### config.mk
export PLATFORM = sky130hd
export DESIGN_NAME = idu_issue_ctrl
export DESIGN_NICKNAME = d
export VERILOG_FILES = /design/src/rtl/idu_issue_ctrl.sv
export SDC_FILE = /design/constraint.sdc
export NUM_CORES = 1
export LEC_CHECK = 0
export BUFFER_PORTS_ARGS = -buffer_cell sky130_fd_sc_hd__buf_2
export CAP_MARGIN = 10
export CORE_ASPECT_RATIO = 0.7
export CORE_UTILIZATION = 50
export DETAILED_ROUTE_END_ITERATION = 10
export PLACE_DENSITY = 0.76
export SYNTH_ARGS = -nofsm -noshare
export SYNTH_HDL_FRONTEND = slang
export SYNTH_SLANG_ARGS = --single-unit
export TNS_END_PERCENT = 20
### constraint.sdc
create_clock -name clk -period 2.23 [get_ports clk]
set_input_delay 0.223 -clock clk [delete_from_list [all_inputs] [get_ports clk]]
set_output_delay 0.223 -clock clk [all_outputs]
set_load 0.03 [all_outputs]
### src/rtl/idu_issue_ctrl.sv
// Issue stage: holds one decoded instruction (slot A), checks it against the register
// scoreboard, and issues through a registered output slot (slot B). Optional macro: ISSUE_PERF_CNT_EN.
//
// slot A state | meaning
// S_EMPTY      | no instruction held
// S_HAZARD     | held instruction has a pending source register
// S_BLOCKED    | hazard-free but slot B is full and EXU is not accepting
// S_GO         | instruction moves into slot B this cycle
module idu_issue_ctrl #(
  parameter int N_REG     = 32,
  parameter int PAYLOAD_W = 64,
  localparam int AW       = $clog2(N_REG)
) (
  input  logic                 clk,
  input  logic                 rstn,
  input  logic                 pipe_flush,
  input  logic                 dec_valid,
  output logic                 dec_ready,
  input  logic [AW-1:0]        dec_rs1_addr,
  input  logic [AW-1:0]        dec_rs2_addr,
  input  logic                 dec_rs1_en,
  input  logic                 dec_rs2_en,
  input  logic [AW-1:0]        dec_rd_addr,
  input  logic                 dec_rd_en,
  input  logic [PAYLOAD_W-1:0] dec_payload,
  output logic [AW-1:0]        rs1_addr,
  output logic [AW-1:0]        rs2_addr,
  output logic                 rs1_rd_en,
  output logic                 rs2_rd_en,
  input  logic                 rs1_hit,
  input  logic                 rs2_hit,
  output logic [AW-1:0]        set_rd_addr,
  output logic                 set_rd_wr_en,
  output logic                 iss_valid,
  input  logic                 iss_ready,
  output logic [AW-1:0]        iss_rd_addr,
  output logic                 iss_rd_en,
  output logic [PAYLOAD_W-1:0] iss_payload
`ifdef ISSUE_PERF_CNT_EN
  ,
  output logic [31:0]          perf_haz_stall_cnt,
  output logic [31:0]          perf_blk_stall_cnt
`endif
);

  typedef enum logic [1:0] {S_EMPTY, S_HAZARD, S_BLOCKED, S_GO} a_state_e;

  a_state_e a_state;
  logic     hazard;
  logic     move;

  logic                 a_valid_q, a_valid_d;
  logic [AW-1:0]        a_rs1_q, a_rs1_d;
  logic [AW-1:0]        a_rs2_q, a_rs2_d;
  logic                 a_rs1_en_q, a_rs1_en_d;
  logic                 a_rs2_en_q, a_rs2_en_d;
  logic [AW-1:0]        a_rd_q, a_rd_d;
  logic                 a_rd_en_q, a_rd_en_d;
  logic [PAYLOAD_W-1:0] a_pay_q, a_pay_d;
  logic                 b_valid_q, b_valid_d;
  logic [AW-1:0]        b_rd_q, b_rd_d;
  logic                 b_rd_en_q, b_rd_en_d;
  logic [PAYLOAD_W-1:0] b_pay_q, b_pay_d;

  always_ff @(posedge clk or negedge rstn) begin
    if (!rstn) begin
      a_valid_q  <= 1'b0;
      a_rs1_q    <= '0;
      a_rs2_q    <= '0;
      a_rs1_en_q <= 1'b0;
      a_rs2_en_q <= 1'b0;
      a_rd_q     <= '0;
      a_rd_en_q  <= 1'b0;
      a_pay_q    <= '0;
      b_valid_q  <= 1'b0;
      b_rd_q     <= '0;
      b_rd_en_q  <= 1'b0;
      b_pay_q    <= '0;
    end else begin
      a_valid_q  <= a_valid_d;
      a_rs1_q    <= a_rs1_d;
      a_rs2_q    <= a_rs2_d;
      a_rs1_en_q <= a_rs1_en_d;
      a_rs2_en_q <= a_rs2_en_d;
      a_rd_q     <= a_rd_d;
      a_rd_en_q  <= a_rd_en_d;
      a_pay_q    <= a_pay_d;
      b_valid_q  <= b_valid_d;
      b_rd_q     <= b_rd_d;
      b_rd_en_q  <= b_rd_en_d;
      b_pay_q    <= b_pay_d;
    end
  end

  // Flush wins over both the A->B move and a decode load.
  always_comb begin
    a_valid_d  = a_valid_q;
    a_rs1_d    = a_rs1_q;
    a_rs2_d    = a_rs2_q;
    a_rs1_en_d = a_rs1_en_q;
    a_rs2_en_d = a_rs2_en_q;
    a_rd_d     = a_rd_q;
    a_rd_en_d  = a_rd_en_q;
    a_pay_d    = a_pay_q;
    b_valid_d  = b_valid_q;
    b_rd_d     = b_rd_q;
    b_rd_en_d  = b_rd_en_q;
    b_pay_d    = b_pay_q;
    if (pipe_flush) begin
      a_valid_d = 1'b0;
      b_valid_d = 1'b0;
    end else begin
      if (move) begin
        b_valid_d = 1'b1;
        b_rd_d    = a_rd_q;
        b_rd_en_d = a_rd_en_q;
        b_pay_d   = a_pay_q;
      end else if (iss_ready) begin
        b_valid_d = 1'b0;
      end
      if (dec_valid && dec_ready) begin
        a_valid_d  = 1'b1;
        a_rs1_d    = dec_rs1_addr;
        a_rs2_d    = dec_rs2_addr;
        a_rs1_en_d = dec_rs1_en;
        a_rs2_en_d = dec_rs2_en;
        a_rd_d     = dec_rd_addr;
        a_rd_en_d  = dec_rd_en;
        a_pay_d    = dec_payload;
      end else if (move) begin
        a_valid_d = 1'b0;
      end
    end
  end

  always_comb begin
    hazard = rs1_hit | rs2_hit;
    if (!a_valid_q)                  a_state = S_EMPTY;
    else if (hazard)                 a_state = S_HAZARD;
    else if (b_valid_q && !iss_ready) a_state = S_BLOCKED;
    else                             a_state = S_GO;
    move         = (a_state == S_GO) && !pipe_flush;
    dec_ready    = !pipe_flush && (!a_valid_q || move);
    rs1_addr     = a_rs1_q;
    rs2_addr     = a_rs2_q;
    rs1_rd_en    = a_valid_q & a_rs1_en_q;
    rs2_rd_en    = a_valid_q & a_rs2_en_q;
    // x0 is hard-wired, so it never gets a pending bit.
    set_rd_wr_en = move && a_rd_en_q && (a_rd_q != '0);
    set_rd_addr  = a_rd_q;
    iss_valid    = b_valid_q;
    iss_rd_addr  = b_rd_q;
    iss_rd_en    = b_rd_en_q;
    iss_payload  = b_pay_q;
  end

`ifdef ISSUE_PERF_CNT_EN
  logic [31:0] haz_cnt_q, haz_cnt_d;
  logic [31:0] blk_cnt_q, blk_cnt_d;

  always_comb begin
    haz_cnt_d = haz_cnt_q;
    blk_cnt_d = blk_cnt_q;
    if (a_state == S_HAZARD && haz_cnt_q != 32'hFFFF_FFFF) haz_cnt_d = haz_cnt_q + 32'd1;
    if (a_state == S_BLOCKED && blk_cnt_q != 32'hFFFF_FFFF) blk_cnt_d = blk_cnt_q + 32'd1;
  end

  always_ff @(posedge clk or negedge rstn) begin
    if (!rstn) begin
      haz_cnt_q <= '0;
      blk_cnt_q <= '0;
    end else begin
      haz_cnt_q <= haz_cnt_d;
      blk_cnt_q <= blk_cnt_d;
    end
  end

  assign perf_haz_stall_cnt = haz_cnt_q;
  assign perf_blk_stall_cnt = blk_cnt_q;
`endif

endmodule
**After elaboration in Yosys (flattened, before gate mapping)**

Cells that the tools add are included.

- Output and inout port bits: 90
- Register bits: 154

- Multiplexer cells: 9
- Equality and inequality tests: 1
- Bitwise gates (word level): 4
- Reduce and logical (&&, ||, !) cells: 15

Operators with widths:

| cell | count |
|---|---|
| $mux 1 | 7 |
| $logic_and 1x1->1 | 6 |
| $reduce_bool 3->1 | 2 |
| $reduce_bool 5->1 | 1 |
| $mux 2 | 2 |
| $reduce_and 2->1 | 2 |
| $logic_not 1->1 | 3 |
| $and 1x1->1 | 2 |
| $eq 2x2->1 const B | 1 |
| $logic_or 1x1->1 | 1 |
| $not 1->1 | 1 |
| $or 1x1->1 | 1 |

**Longest topological paths before layout**

Gate-level depths: netlist (run 1).

- Depth in word-level cells: 12
- Depth in mapped cells: 5

**Worst setup path before layout (run 1)**

Ideal clock, no wire load.

- Path kind: flip-flop to output port
- Start point: register b_valid_q, in the netlist iss_valid
- End point: output set_rd_wr_en
- Path buffers: 1
- Arrival: 1.843 ns
- Slack: 0.164 ns
- Required time: 2.007 ns
- Cell stages (with the launch flop): 5
- Cell sequence: dfrtp_1 > nor2b_1 > nor4b_4 > buf_6 > o311a_1

- Word-level cells in the longest chain between the ends: 8

Ends and longest elaborated chain:

| item | RTL line | RTL |
|---|---|---|
| start, declared | 60 | `logic b_valid_q, b_valid_d;` |
| start signal, assigned | 88 | `b_valid_q <= b_valid_d;` |
| $logic_and 1x1->1 | 140 | `else if (b_valid_q && !iss_ready) a_state = S_BLOCKED;` |
| $mux 1 | 140 |  |
| $mux 2 | 139 | `else if (hazard) a_state = S_HAZARD;` |
| $mux 2 | 138 | `if (!a_valid_q) a_state = S_EMPTY;` |
| $eq 2x2->1 | 142 | `move = (a_state == S_GO) && !pipe_flush;` |
| $logic_and 1x1->1 | 142 |  |
| $logic_and 1x1->1 (2 in a row) | 149 | `set_rd_wr_en = move && a_rd_en_q && (a_rd_q != '0);` |
| end, declared | 33 | `output logic set_rd_wr_en,` |

No other way between the ends.

**Final worst setup path (run 1)**

Ends and elaborated chain as after synthesis.

==> reports/metrics.yaml, run 1 <==
drv_slew: 0
htree_num_levels: 4
die_area_um2: 12820
drtIter0Drc: 266
insertion_delay_ns: 0.41
start_util: 0.5198
skew_ns: 0.006599
register_area_um2: 3854
tns_ns: 0
fin_crit_sh: 0.9370
die_h_um: 95.03
dp_hpwl_um: 9616
rsz0062_at_grt: "false"
cts_buffers: 17
io_buffer_count: 178
cts_resized: 0
core_area_um2: 11890
fin_ws_ns: 0.1406
firstDrtPassIters: 4
mostFrequentLayoutCell: "buf_2"
pin_count: 179
antenna_cells: 0
ant_nets: 0
critPathLaunchType: "flip-flop"
worst_pin_slew_ns: 0.5409
holdWs_ns: 0.05328
netlist_instances: 529
maxSlewHeadroom: 0.6394
wirelength_um: 15130
synth.distinct_cells: 22
fill_cells: 918
cp_max_fo: 6
seq_area_frac_synth: 0.6235
antenna_found_initial: 1
placement_rows: 33
grt_max_degree: 83
hp-class: "in -> reg"
final_hold_viol_count: 0
yosys_warnings: 0
syn-cell-area_um2: 6181
drv_cap: 0
place_congestion: 0.7974
grt_usage: 0.2461
nNetsFinal: 795
irDropWorstVdd_mv: 0.5981
fmax_mhz: 478.6
vias: 4745
layout_min_cycle_time_ns: 2.089
setup_viol: 0
root_buffer: "clkbuf_16"
avgSynthCellArea_um2: 11.68
status: "finished, final reports clean"
dp_slack_ns: 0.3198
clkSinkCount: 154
drive_above_1_share: 0.4270
path_clk_slew_ns: 0.06
leakagePower_nw: 3.989
fp.dieW_um: 134.9
grt_pass1_wl_um: 24140
cp_data_required_time_ns: 2.01
first_global_vias: 4657
cts_tree: "built"
final_cell_mix: "buf_2, nand2_1, dfrtp_1, o22ai_1, mux2_2"
synth_nets: 618
via_per_inst: 5.417
area_growth_pct: 28.48
overflow: 0
multi_input_area_um2: 2128
ys_seq_elements: 154
route.detailed.drc: 0
endpoint_kind: "output port"
clock_path_buffers: 2
power_density_nw_per_um2: 1121
cp.arrival_ns: 1.87
critPathKind: "reg -> out"
avgRoutedWirePerCell_um: 17.28
-- layer usage --
metal	vias up	global-route usage	part of all wire
li1	2191	-	-
met1	2347	0.3463	0.45
met2	191	0.3716	0.46
met3	14	0.07709	0.077
met4	2	0.06367	0.0089
met5	-	0	0.00086
-- worst max-delay path: stages (launching register included) --
cell,delay (ns)
dfrtp_1,0.37
nor2b_1,0.20
nor4b_4,0.39
buf_12,0.16
o311a_1,0.15
buf_2,0.19
-- synthesized netlist by cell type (all sizes together) --
cell	instances	area (um2)
or2	1	8.760
clkbuf	28	105.1
mux2	70	859.6
o22ai	82	513.0
nor2b	2	12.51
o21ba	1	10.01
o21a	1	7.510
nor2	3	11.26
nor3b	1	7.510
or3b	1	8.760
nand2	164	615.6
dfrtp	154	3854
nor4b	1	23.77
a21oi	1	5.000
buf	15	110.1
o311a	1	10.01
and2	2	12.51
or3	1	6.260
-- flip-flops by register name, summed over array words and instances, names as in the netlist --
register	flops
a_pay_q	64
iss_payload	64
iss_rd_addr	5
rs1_addr	5
rs2_addr	5
set_rd_addr	5
a_rd_en_q	1
a_rs1_en_q	1
a_rs2_en_q	1
a_valid_q	1
iss_rd_en	1
iss_valid	1
-- per-stage QoR --
stage	power [mW]	utilization	cell area (um2)	std cells
6_report	8.902	0.6678	7941	876
5_1_grt	9.301	0.6678	7941	876
4_1_cts	8.944	0.6626	7879	870
3_5_place_dp	6.176	0.6129	7288	836
3_3_place_gp	6.086	0.6129	7288	836
2_1_floorplan	5.327	-	6181	529
-- timing repair --
action	CTS	global route
hold buffers	1	0
pin swaps	1	1
gates cloned	0	1
endpoints found under the setup margin	1	1
hold endpoints to repair	52	0
setup buffers	1	5
-- path summary, 6_finish.rpt --
check	startpoint	end	slack (ns)	depth (start not counted)
worst max-delay path	iss_valid	set_rd_wr_en	0.14	5
worst min-delay path	dec_payload[41]	a_pay_q[41]	0.05	3
worst max register to register	iss_valid	iss_payload[44]	0.29	6
worst min register to register	a_pay_q[47]	iss_payload[47]	0.50	1
max in group asynchronous	rstn	iss_payload[0]	1.20	3
min in group asynchronous	rstn	iss_payload[2]	0.33	2
-- cell type report --
| cell class | instances | area share |
|---|---|---|
| clock buffer | 19 | 0.05703 |
| tap | 157 | 0.02474 |
| sequential | 154 | 0.4853 |
| multi-input combinational | 332 | 0.2680 |
| timing repair buffer | 201 | 0.1498 |
| clock inverter | 13 | 0.01513 |
-- power by group --
part / internal, mW / switching (mW) / total (mW)
sequential: 3.41 / 0.365 / 3.78
combinational: 0.867 / 1.50 / 2.36
clock: 1.60 / 1.16 / 2.76
-- cells by family (layout without fill, tap and decap cells) --
logic type	after synthesis	count (layout)	share of synthesized area
multiplexers	70	70	0.1391
flip-flops	154	154	0.6235
AO/OA/AOI/OAI	86	86	0.08826
buffers and inverters	43	233	0.03482
AND/OR/NAND/NOR	176	176	0.1144
No activity file was read; power rests on OpenSTA's default activity.
==> run 2: changes to the inputs <==
==> constraint.sdc (replaced) <==
create_clock -name clk -period 2.23 [get_ports clk]
set_input_delay 0.5575 -clock clk [delete_from_list [all_inputs] [get_ports clk]]
set_output_delay 0.5575 -clock clk [all_outputs]
set_load 0.03 [all_outputs]
==> run 2 against run 1 <==
Critical path depth is 2 lower; first-iteration DRC count is 5.6% lower; hold slack better by 0.0064 ns; sequential cell count stayed put; clock skew is 0.0045 ns higher; largest cell class unchanged; highest routed layer is now met4.
==> reports/metrics.yaml, run 2 (synthesis gave the netlist of run 1 again) <==
status: "finished, final reports clean"
antenna_cells: 0
route.detailed.drc: 0
die_area_um2: 12820
io_buffer_count: 178
core_area_um2: 11890
clock_path_buffers: 2
critPathKind: "reg -> out"
first_global_vias: 4735
avgRoutedWirePerCell_um: 17.26
fin_area_um2: 7979
setup_viol: 0
tns_ns: 0
mostFrequentLayoutCell: "buf_2"
layout_min_cycle_time_ns: 2.198
root_buffer: "clkbuf_16"
skew_ns: 0.01111
fp.dieW_um: 134.9
vias: 4708
power_mw: 9.084
final_cells: 873
clkSinkCount: 154
fin_ws_ns: 0.03195
die_h_um: 95.03
place_congestion: 0.7611
leakagePower_nw: 3.993
placement_rows: 33
ant_nets: 0
max_stage_delay_ns: 0.39
dp_cells: 836
insertion_delay_ns: 0.41
drive_above_1_share: 0.4288
cp_data_required_time_ns: 1.67
crit_chain: "or3_4 -> o311a_4 -> buf_6"
grt_pass1_wl_um: 24230
fin_crit_sh: 0.9857
wirelength_um: 15060
dp_slack_ns: -0.1345
antenna_found_initial: 0
grt_max_degree: 84
cts_buffers: 17
path_clk_slew_ns: 0.07
utilization: 0.6710
cp.arrival_ns: 1.64
via_per_inst: 5.393
drv_cap: 0
cp_max_fo: 2
drtIter0Drc: 251
critPathLaunchType: "flip-flop"
dp_hpwl_um: 9433
worst_pin_slew_ns: 0.4465
pin_count: 179
area_growth_pct: 29.09
firstDrtPassIters: 7
slowest_stage: "dfrtp_1"
grt_usage: 0.2487
final_cell_mix: "buf_2, nand2_1, dfrtp_1, o22ai_1, mux2_2"
drv_slew: 0
htree_num_levels: 4
cts_tree: "built"
start_util: 0.5198
rr_worst_depth: 5
final_hold_viol_count: 0
nNetsFinal: 792
placed_area_um2: 7312
holdWs_ns: 0.05972
fmax_mhz: 454.9
power_density_nw_per_um2: 1138
endpoint_kind: "output port"
hp-class: "in -> async"
maxSlewHeadroom: 0.7023
overflow: 0
irDropWorstVdd_mv: 0.6630
run 2: changes by cell type in the layout (fill, tap and decap cells not counted), moves of 2 or more:
cell,previous run,this run
bufinv_16,1,3
inv_6,2,4
buf_2,177,175
clkinv_4,4,0
buf_4,13,11
run 2: power breakdown:
group	total (mW)	internal (mW)	switching, mW
clock network	2.94	1.80	1.14
logic	2.37	0.880	1.49
registers	3.77	3.41	0.355
run 2: per-layer routing:
metal | GRT usage | vias to the layer above | wire length [um] | share of wire
met4 | 0.06554 | 0 | 55 | 0.0037
met3 | 0.08559 | 7 | 1194 | 0.079
met1 | 0.3363 | 2354 | 6762 | 0.45
li1 | - | 2178 | - | -
met5 | 0 | - | 0 | 0
met2 | 0.3853 | 169 | 7052 | 0.47
run 2: worst max-delay path: cells and delay by family (launching register included):
kind | cells | cell delay [ns]
buffers and inverters | 1 | 0.14
flip-flops | 1 | 0.39
AO/OA/AOI/OAI | 1 | 0.31
AND/OR/NAND/NOR | 1 | 0.39
run 2: path summary, 6_finish.rpt:
check / endpoint / start / slack, ns
worst max-delay path: set_rd_wr_en / set_rd_addr[1] / 0.03
worst min-delay path: iss_payload[1] / rstn / 0.06
worst max register to register: iss_payload[12] / iss_valid / 0.42
worst min register to register: iss_payload[9] / a_pay_q[9] / 0.50
max in group asynchronous: iss_payload[33] / rstn / 1.50
min in group clk: rs1_addr[1] / dec_rs1_addr[1] / 0.39
run 2: timing repair:
item                       CTS  global route
setup buffers                4             1
resized for setup            4             2
setup endpoints to repair    1             2
pin swaps                    2             2
hold buffers                 0             0
run 2: final cells by class:
class,instances,area (um2)
clock buffers,19,442.9
clock inverters,13,165.2
well taps,157,196.4
multi-input cells,332,2152
flip-flops and latches,154,3854
fillers,908,3913
repair buffers,198,1169
==> run 3: changes to the inputs <==
--- a/config.mk
+++ b/config.mk
@@ -8,9 +8,9 @@
 export BUFFER_PORTS_ARGS = -buffer_cell sky130_fd_sc_hd__buf_2
 export CAP_MARGIN = 10
 export CORE_ASPECT_RATIO = 0.7
-export CORE_UTILIZATION = 50
+export CORE_UTILIZATION = 45
 export DETAILED_ROUTE_END_ITERATION = 10
-export PLACE_DENSITY = 0.76
+export PLACE_DENSITY = 0.7
 export SYNTH_ARGS = -nofsm -noshare
 export SYNTH_HDL_FRONTEND = slang
 export SYNTH_SLANG_ARGS = --single-unit
==> run 3 against run 2 <==
The run now ends with negative setup slack left; sequential power hardly changed; via count is 1.3% lower; final area is 0.42% higher; critical path depth is 2 higher; clock power hardly changed; sequential cell count stayed put; largest power group unchanged; clock-buffer cell count is 1 higher.
==> reports/metrics.yaml, run 3 (synthesis gave the netlist of run 1 again) <==
status: "finished with violations"
violations: "negative setup slack"
worst_pin_slew_ns: 1.092
drtIter0Drc: 213
firstDrtPassIters: 4
clock_path_buffers: 2
cp_max_fo: 2
wirelength_um: 15230
grt_usage: 0.2278
cp_data_required_time_ns: 1.67
overflow: 0
avgRoutedWirePerCell_um: 16.86
wl_met3_um: 886
cts_tree: "built"
mostFrequentLayoutCell: "buf_2"
critPathKind: "in -> out"
antenna_found_initial: 1
layout_min_cycle_time_ns: 2.275
drv_slew: 0
power_mw: 9.096
routedLengthMet1_um: 7422
die_area_um2: 14220
slowest_stage: "nor4b_4"
power_density_nw_per_um2: 1135
placed_area_um2: 7372
grt_max_degree: 84
cp.arrival_ns: 1.72
path_clk_slew_ns: 0.07
fin_crit_sh: 1.020
fp.dieW_um: 142.1
first_global_vias: 4677
cts_hold_buf: 0
irDropWorstVdd_mv: 0.4654
place_congestion: 0.7706
drive_above_1_share: 0.4276
rsz0062_at_grt: "true"
hp-class: "in -> async"
fill_cells: 1089
nNetsFinal: 794
antenna_cells: 0
highest_layer: "met5"
maxSlewHeadroom: 0.2722
pin_count: 179
vias: 4645
die_h_um: 100.1
start_util: 0.4658
fin_area_um2: 8013
route.detailed.drc: 0
insertion_delay_ns: 0.41
ant_nets: 0
drv_cap: 0
dp_hpwl_um: 9569
endpoint_kind: "output port"
fmax_mhz: 439.5
leakagePower_nw: 3.994
skew_ns: 0.01020
clkSinkCount: 154
max_stage_delay_ns: 0.40
critPathLaunchType: "input port"
root_buffer: "clkbuf_16"
grt_pass1_wl_um: 24810
htree_num_levels: 4
crit_chain: "buf_2 -> or2_4 -> nor4b_4 -> o311a_4 -> buf_6"
routed-wl-met2_um: 6768
via_per_inst: 5.144
area_growth_pct: 29.64
tns_ns: -0.04517
core_area_um2: 13270
fin_ws_ns: -0.04517
setup_viol: 1
cts_buffers: 17
final_cell_mix: "buf_2, nand2_1, dfrtp_1, o22ai_1, mux2_2"
placement_rows: 35
io_buffer_count: 178
final_hold_viol_count: 0
## run 3: area by class of cell
class                           instances  area, um2  share of cell area
Multi-Input combinational cell        332       2147              0.2680
Timing Repair Buffer                  200       1171              0.1462
Tap cell                              185      231.5             0.02889
Clock inverter                         12      162.7             0.02030
Clock buffer                           20      446.7             0.05575
Sequential cell                       154       3854              0.4810
## run 3: repair_timing
item / in CTS / in global routing
endpoints found under the setup margin: 1 / 2
setup buffers: 2 / 0
resized for setup: 4 / 2
pin swaps: 2 / 2
hold endpoints to repair: 0 / 0
## run 3: metal layers
layer / vias to the layer above / GRT usage
met5: - / 0
met4: 2 / 0.06534
met3: 13 / 0.05487
met2: 162 / 0.3386
met1: 2294 / 0.3328
li1: 2174 / -
## run 3: final timing paths
| check | from | end | slack (ns) | depth (start not counted) |
|---|---|---|---|---|
| worst max-delay path | rs2_hit | set_rd_wr_en | -0.05 | 5 |
| worst min-delay path | rstn | a_pay_q[0] | 0.09 | 1 |
| worst max register to register | iss_valid | iss_payload[15] | 0.26 | 6 |
| worst min register to register | iss_payload[9] | iss_payload[9] | 0.48 | 1 |
| max in group asynchronous | rstn | iss_payload[50] | 1.54 | 2 |
| min in group clk | dec_payload[4] | a_pay_q[4] | 0.39 | 3 |
## run 3: worst max-delay path, delay by kind of cell
family / cells / cell delay [ns]
AND/OR/NAND/NOR: 2 / 0.66
AO/OA/AOI/OAI: 1 / 0.26
buffers and inverters: 2 / 0.23
## run 3: metrics by stage
stage	cells	utilization	worst slack [ns]	hold slack [ns]
after floorplan	529	-	-0.1894	0.2619
after global placement	869	0.5556	-0.1785	0.4627
after detailed placement	869	0.5556	-0.1752	0.4729
after CTS	903	0.6037	-0.07386	0.1052
after global routing	903	0.6039	-0.1112	0.1261
final	903	0.6039	-0.04517	0.09342
## run 3: power by group
part	switching (mW)	internal [mW]
logic	1.49	0.865
clock network	1.16	1.81
registers	0.365	3.41
